File: config.mk
export PLATFORM = sky130hd
export DESIGN_NAME = vga_dac_palette_ctrl
export DESIGN_NICKNAME = d
export VERILOG_FILES = /design/src/rtl/vga_dac_palette_ctrl.sv
export SDC_FILE = /design/constraint.sdc
export NUM_CORES = 1
export LEC_CHECK = 0
export ABC_AREA = 1
export BUFFER_PORTS_ARGS = -buffer_cell sky130_fd_sc_hd__buf_2
export CORE_MARGIN = 2
export CORE_UTILIZATION = 30
export CTS_BUF_LIST = sky130_fd_sc_hd__clkbuf_8
export DETAILED_ROUTE_END_ITERATION = 8
export PLACE_DENSITY = 0.45
export SLEW_MARGIN = 20
export SYNTH_ARGS = -nofsm -noshare
export SYNTH_HDL_FRONTEND = slang
export SYNTH_SLANG_ARGS = --single-unit
File: constraint.sdc
create_clock -name clk -period 1.9 [get_ports clk]
set_input_delay 0.475 -clock clk [delete_from_list [all_inputs] [get_ports clk]]
set_output_delay 0.475 -clock clk [all_outputs]
set_load 0.02 [all_outputs]
File: src/rtl/vga_dac_palette_ctrl.sv
// rtl/vga_dac_palette_ctrl.sv - CPU-side VGA DAC palette register controller (3C6..3C9)
module vga_dac_palette_ctrl #(
  parameter int DAC_BITS = 6
) (
  input  logic       clk,
  input  logic       rst_n,
  input  logic       io_sel,
  input  logic       io_we,
  input  logic [1:0] io_addr,
  input  logic [7:0] io_din,
  output logic [7:0] io_dout,
  output logic       io_ack,
  output logic [9:0] pal_ada,
  output logic [7:0] pal_dina,
  output logic       pal_cea,
  output logic       pal_wrea,
  input  logic [7:0] pal_douta,
  output logic [7:0] pel_mask
);

  typedef enum logic [2:0] {
    IDLE     = 3'd0,
    WR_DATA  = 3'd1,
    RD_ISSUE = 3'd2,
    RD_CAPT  = 3'd3,
    ACK      = 3'd4
  } state_t;

  localparam logic [1:0] A_MASK  = 2'd0;
  localparam logic [1:0] A_RIDX  = 2'd1;
  localparam logic [1:0] A_WIDX  = 2'd2;
  localparam logic [1:0] A_DATA  = 2'd3;

  state_t     state;
  logic [7:0] windex;
  logic [7:0] rindex;
  logic [1:0] comp;
  logic       mode_read;

  // Narrow a colour byte to the stored component width (6-bit DACs keep the top bits clear)
  function automatic logic [7:0] dac_mask(input logic [7:0] v);
    if (DAC_BITS == 6) return {2'b00, v[5:0]};
    else               return v;
  endfunction

  // Single FSM: register decode, R/G/B sequencing and all registered outputs
  always_ff @(posedge clk or negedge rst_n) begin
    if (!rst_n) begin
      state     <= IDLE;
      io_ack    <= 1'b0;
      io_dout   <= 8'h00;
      pal_cea   <= 1'b0;
      pal_wrea  <= 1'b0;
      pal_ada   <= 10'h000;
      pal_dina  <= 8'h00;
      pel_mask  <= 8'hFF;
      windex    <= 8'h00;
      rindex    <= 8'h00;
      comp      <= 2'd0;
      mode_read <= 1'b0;
    end else begin
      case (state)
        IDLE: begin
          io_ack   <= 1'b0;
          pal_cea  <= 1'b0;
          pal_wrea <= 1'b0;
          if (io_sel) begin
            case (io_addr)
              A_DATA: begin
                if (io_we) begin
                  // Write is issued and acknowledged in the same cycle
                  state    <= WR_DATA;
                  pal_cea  <= 1'b1;
                  pal_wrea <= 1'b1;
                  pal_ada  <= {windex, comp};
                  pal_dina <= dac_mask(io_din);
                  io_ack   <= 1'b1;
                end else begin
                  state   <= RD_ISSUE;
                  pal_cea <= 1'b1;
                  pal_ada <= {rindex, comp};
                end
              end
              A_MASK: begin
                if (io_we) pel_mask <= io_din;
                else       io_dout  <= pel_mask;
                state  <= ACK;
                io_ack <= 1'b1;
              end
              A_RIDX: begin
                if (io_we) begin
                  rindex    <= io_din;
                  comp      <= 2'd0;
                  mode_read <= 1'b1;
                end else begin
                  io_dout <= mode_read ? 8'h03 : 8'h00;
                end
                state  <= ACK;
                io_ack <= 1'b1;
              end
              default: begin
                if (io_we) begin
                  windex    <= io_din;
                  comp      <= 2'd0;
                  mode_read <= 1'b0;
                end else begin
                  io_dout <= windex;
                end
                state  <= ACK;
                io_ack <= 1'b1;
              end
            endcase
          end
        end

        WR_DATA: begin
          io_ack   <= 1'b0;
          pal_cea  <= 1'b0;
          pal_wrea <= 1'b0;
          if (comp == 2'd2) begin
            comp   <= 2'd0;
            windex <= windex + 8'd1;
          end else begin
            comp <= comp + 2'd1;
          end
          state <= IDLE;
        end

        RD_ISSUE: begin
          // RAM latches the address on this edge; data is available next cycle
          pal_cea <= 1'b0;
          state   <= RD_CAPT;
        end

        RD_CAPT: begin
          io_dout <= dac_mask(pal_douta);
          io_ack  <= 1'b1;
          if (comp == 2'd2) begin
            comp   <= 2'd0;
            rindex <= rindex + 8'd1;
          end else begin
            comp <= comp + 2'd1;
          end
          state <= ACK;
        end

        ACK: begin
          io_ack <= 1'b0;
          state  <= IDLE;
        end

        default: begin
          io_ack   <= 1'b0;
          pal_cea  <= 1'b0;
          pal_wrea <= 1'b0;
          state    <= IDLE;
        end
      endcase
    end
  end

endmodule

==> results.yml <==
global_route:
  grt_overflow: 0
  grt_usage_pct: 16.1
  grt_pass1_vias: 2717
  grt_max_degree: 58
  grt_pass1_wl_mm: 13.9
  antenna_found_initial: 0
clock_network:
  root_buffer: "clkbuf_8"
  clockBufferDepth: 2
  cts_made_buffers: 9
  cts_setup_buffers: 0
  clk_pin_slew_ns: 0.08
  htree_levels: 3
  clkSinkCount: 57
  cts_tree: "yes"
  holdBufCountCts: 0
  cts-resized-gates: 0
  worstSkewPairLatency_ns: 0.34
setup_path:
  cp_cell_sequence: "nor2_4, nand2_4, o21ai_2, nand3_1, buf_4, nand2_1, o21ai_0"
  slowest_stage: "dfrtp_1"
  cp_max_fo: 10
  crit_required_ns: 2.12
  start_kind: "flop"
  cp_slowest_stage_delay_ns: 0.48
  path_class: "reg -> reg"
  crit_path_end_kind: "flop"
  cp_data_arrival_time_ns: 1.77
sta:
  fin_skew_ns: 0.0119
  grt_setup_unrepaired: "no"
  fin_hold_ws_ns: 0.132
  hold_viol_final: 0
  period_minus_slack_ns: 1.55
  finalSetupViolCount: 0
  setup_slack_ns: 0.355
  finalCritPeriodShare_pct: 81.3
  finalMaxSlewViolations: 0
  max_freq_ghz: 0.647
  setup-tns-final_ns: 0
floorplanning:
  start_util_pct: 30.4
  core-area_um2: 10200
  ios: 59
  die_area_um2: 11100
  row_count: 37
  die_w_um: 106
  die_h_um: 106
detailed_routing:
  via_per_inst: 4.49
  wl_per_cell_um: 13.3
  route.antenna.remaining_nets: 0
  first_pass_iters: 4
  drc_errors: 0
  routed_wl_mm: 8.37
  vias: 2823
  drt_iter0_drc: 155
synth:
  synthSimpleGateAreaFrac_pct: 33.2
  syn_area_per_cell_um2: 7.32
  synthAdderAreaFrac_pct: 2.43
  synth-compound-area-share_pct: 10.1
  syn_inst: 423
  synth_top_family_by_area: "simple AND/OR/NAND/NOR gates"
  synthMuxAreaShare_pct: 0
  synth_area_um2: 3100
  post-synth-top-area-cell: "dfrtp_1"
  yosys.cell_types.count: 28
  synth_top_cell_area_share_pct: 39.6
  ys_seq_area_share_pct: 46.4
  synth_warnings: 0
  synthXorXnorAreaFrac_pct: 0.566
  ys_seq_elements: 57
  synth_area_leaders: "dfrtp_1 (40%), nand2_1 (22%), o21ai_0 (8.9%), dfstp_2 (6.8%), nand3_1 (5.0%)"
layout:
  nNetsFinal: 516
  regArea_um2: 1440
  multi_input_area_um2: 1440
  n_antenna_cell: 0
  drive_gt1_share_pct: 21.3
  fill_cells: 1130
  syn_to_final_growth_pct: 22.6
pwr:
  leakagePower_uw: 0.00200
  peakVddDrop_mv: 0.542
  power_density_nw_per_um2: 1600
status:
  status: "finished clean"
placed_design:
  port_buffers: 54
  dp_slack_ns: 0.171
  hpwlAfterDp_mm: 6.23
  place_congestion: 0.885
min_path:
  hold_class: "in -> async"
run:
  maxCapViolations: 0
## power by group
part	total (uW)	leakage [uW]	switching, uW	internal (uW)
clock network	1330	0.000115	521	806
logic	2450	0.00117	1610	833
registers	2310	0.000707	485	1820
## through the flow
stage	power [uW]	util, %	cell area (um2)	std cells
after detailed placement	4780	35.0	3570	613
final	6080	37.3	3800	629
after CTS	6140	37.3	3800	629
after global placement	4750	35.0	3570	613
after floorplan	3950	-	3100	424
after global routing	6580	37.3	3800	629
## sequential cells by signal, summed over array words and instances, names as in the netlist
| name | count |
|---|---|
| comp | 2 |
| io_ack | 1 |
| io_dout | 8 |
| mode_read | 1 |
| pal_ada | 10 |
| pal_cea | 1 |
| pal_dina | 6 |
| pal_wrea | 1 |
| pel_mask | 8 |
| rindex | 8 |
| state | 3 |
| windex | 8 |
## Yosys cell counts
cell type and number:
nor3_1 1, o21ai_2 1, nor2_4 3, buf_2 6, nand2_1 185, o21ai_0 55
ha_1 6, o21bai_1 1, conb_1 1, nand2_2 1, nand3_1 31, inv_1 36
nand2_4 1, nor2_1 14, a21oi_1 3, buf_4 5, dfrtp_1 49, nand4_1 1
xor2_1 2, clkbuf_1 2, nand3_4 1, or2_2 2, nand3b_1 1, nor2_2 1
nand3_2 2, a31oi_1 1, dfstp_2 8, inv_2 3
## logic make-up after synthesis
family,after synthesis
AO/OA/AOI/OAI,61
other,1
AND/OR/NAND/NOR,244
flip-flops,57
buffers and inverters,52
adder cells (fa/ha/maj),6
XOR/XNOR,2
## critical path, delay by kind of cell, from the launching register on
kind	cells	cell delay, ns
buffers and inverters	1	0.21
AOI/OAI and AO/OA	2	0.22
and+or+nand+nor	4	0.51
DFF	1	0.48
## layer usage
| metal | global-route usage (%) | routed length, um | vias to the layer above |
|---|---|---|---|
| li1 | - | - | 1463 |
| met1 | 23.1 | 4260 | 1281 |
| met2 | 23.4 | 3610 | 71 |
| met3 | 2.97 | 335 | 8 |
| met4 | 7.05 | 167 | 0 |
| met5 | 0 | 0 | - |
## placed cells by master, fill, tap and decap left out, drive strengths merged
| cell | n |
|---|---|
| o21bai | 1 |
| nand3 | 34 |
| nor3 | 1 |
| clkinv | 2 |
| nor2 | 18 |
| nand4 | 1 |
| ha | 6 |
| inv | 39 |
| a21oi | 3 |
| clkinvlp | 1 |
| clkbuf | 11 |
| conb | 2 |
| dfrtp | 49 |
| or2 | 2 |
| nand2 | 187 |
| buf | 66 |
| nand3b | 1 |
| xor2 | 2 |
| dfstp | 8 |
| a31oi | 1 |
| bufinv | 2 |
| o21ai | 56 |
## area by class of cell
| cell class | instances | share of cell area (%) |
|---|---|---|
| flip-flops and latches | 57 | 37.8 |
| repair buffers | 66 | 9.82 |
| clock buffers | 11 | 3.99 |
| clock inverters | 5 | 2.04 |
| well taps | 136 | 4.48 |
| multi-input cells | 315 | 38.0 |
| inverters | 39 | 3.86 |
## final timing paths
| path | startpoint | to | slack (ns) | cells after the start |
|---|---|---|---|---|
| setup / recovery | state[2] | io_dout[7] | 0.35 | 7 |
| hold / removal | rst_n | io_ack | 0.13 | 2 |
| setup reg to reg | state[2] | io_dout[7] | 0.35 | 7 |
| hold reg to reg | pal_cea | pal_cea | 0.47 | 2 |
| max in group asynchronous | rst_n | pel_mask[4] | 1.46 | 2 |
| min in group clk | io_din[0] | pel_mask[0] | 0.42 | 3 |
(Power assumes the default switching activity.)
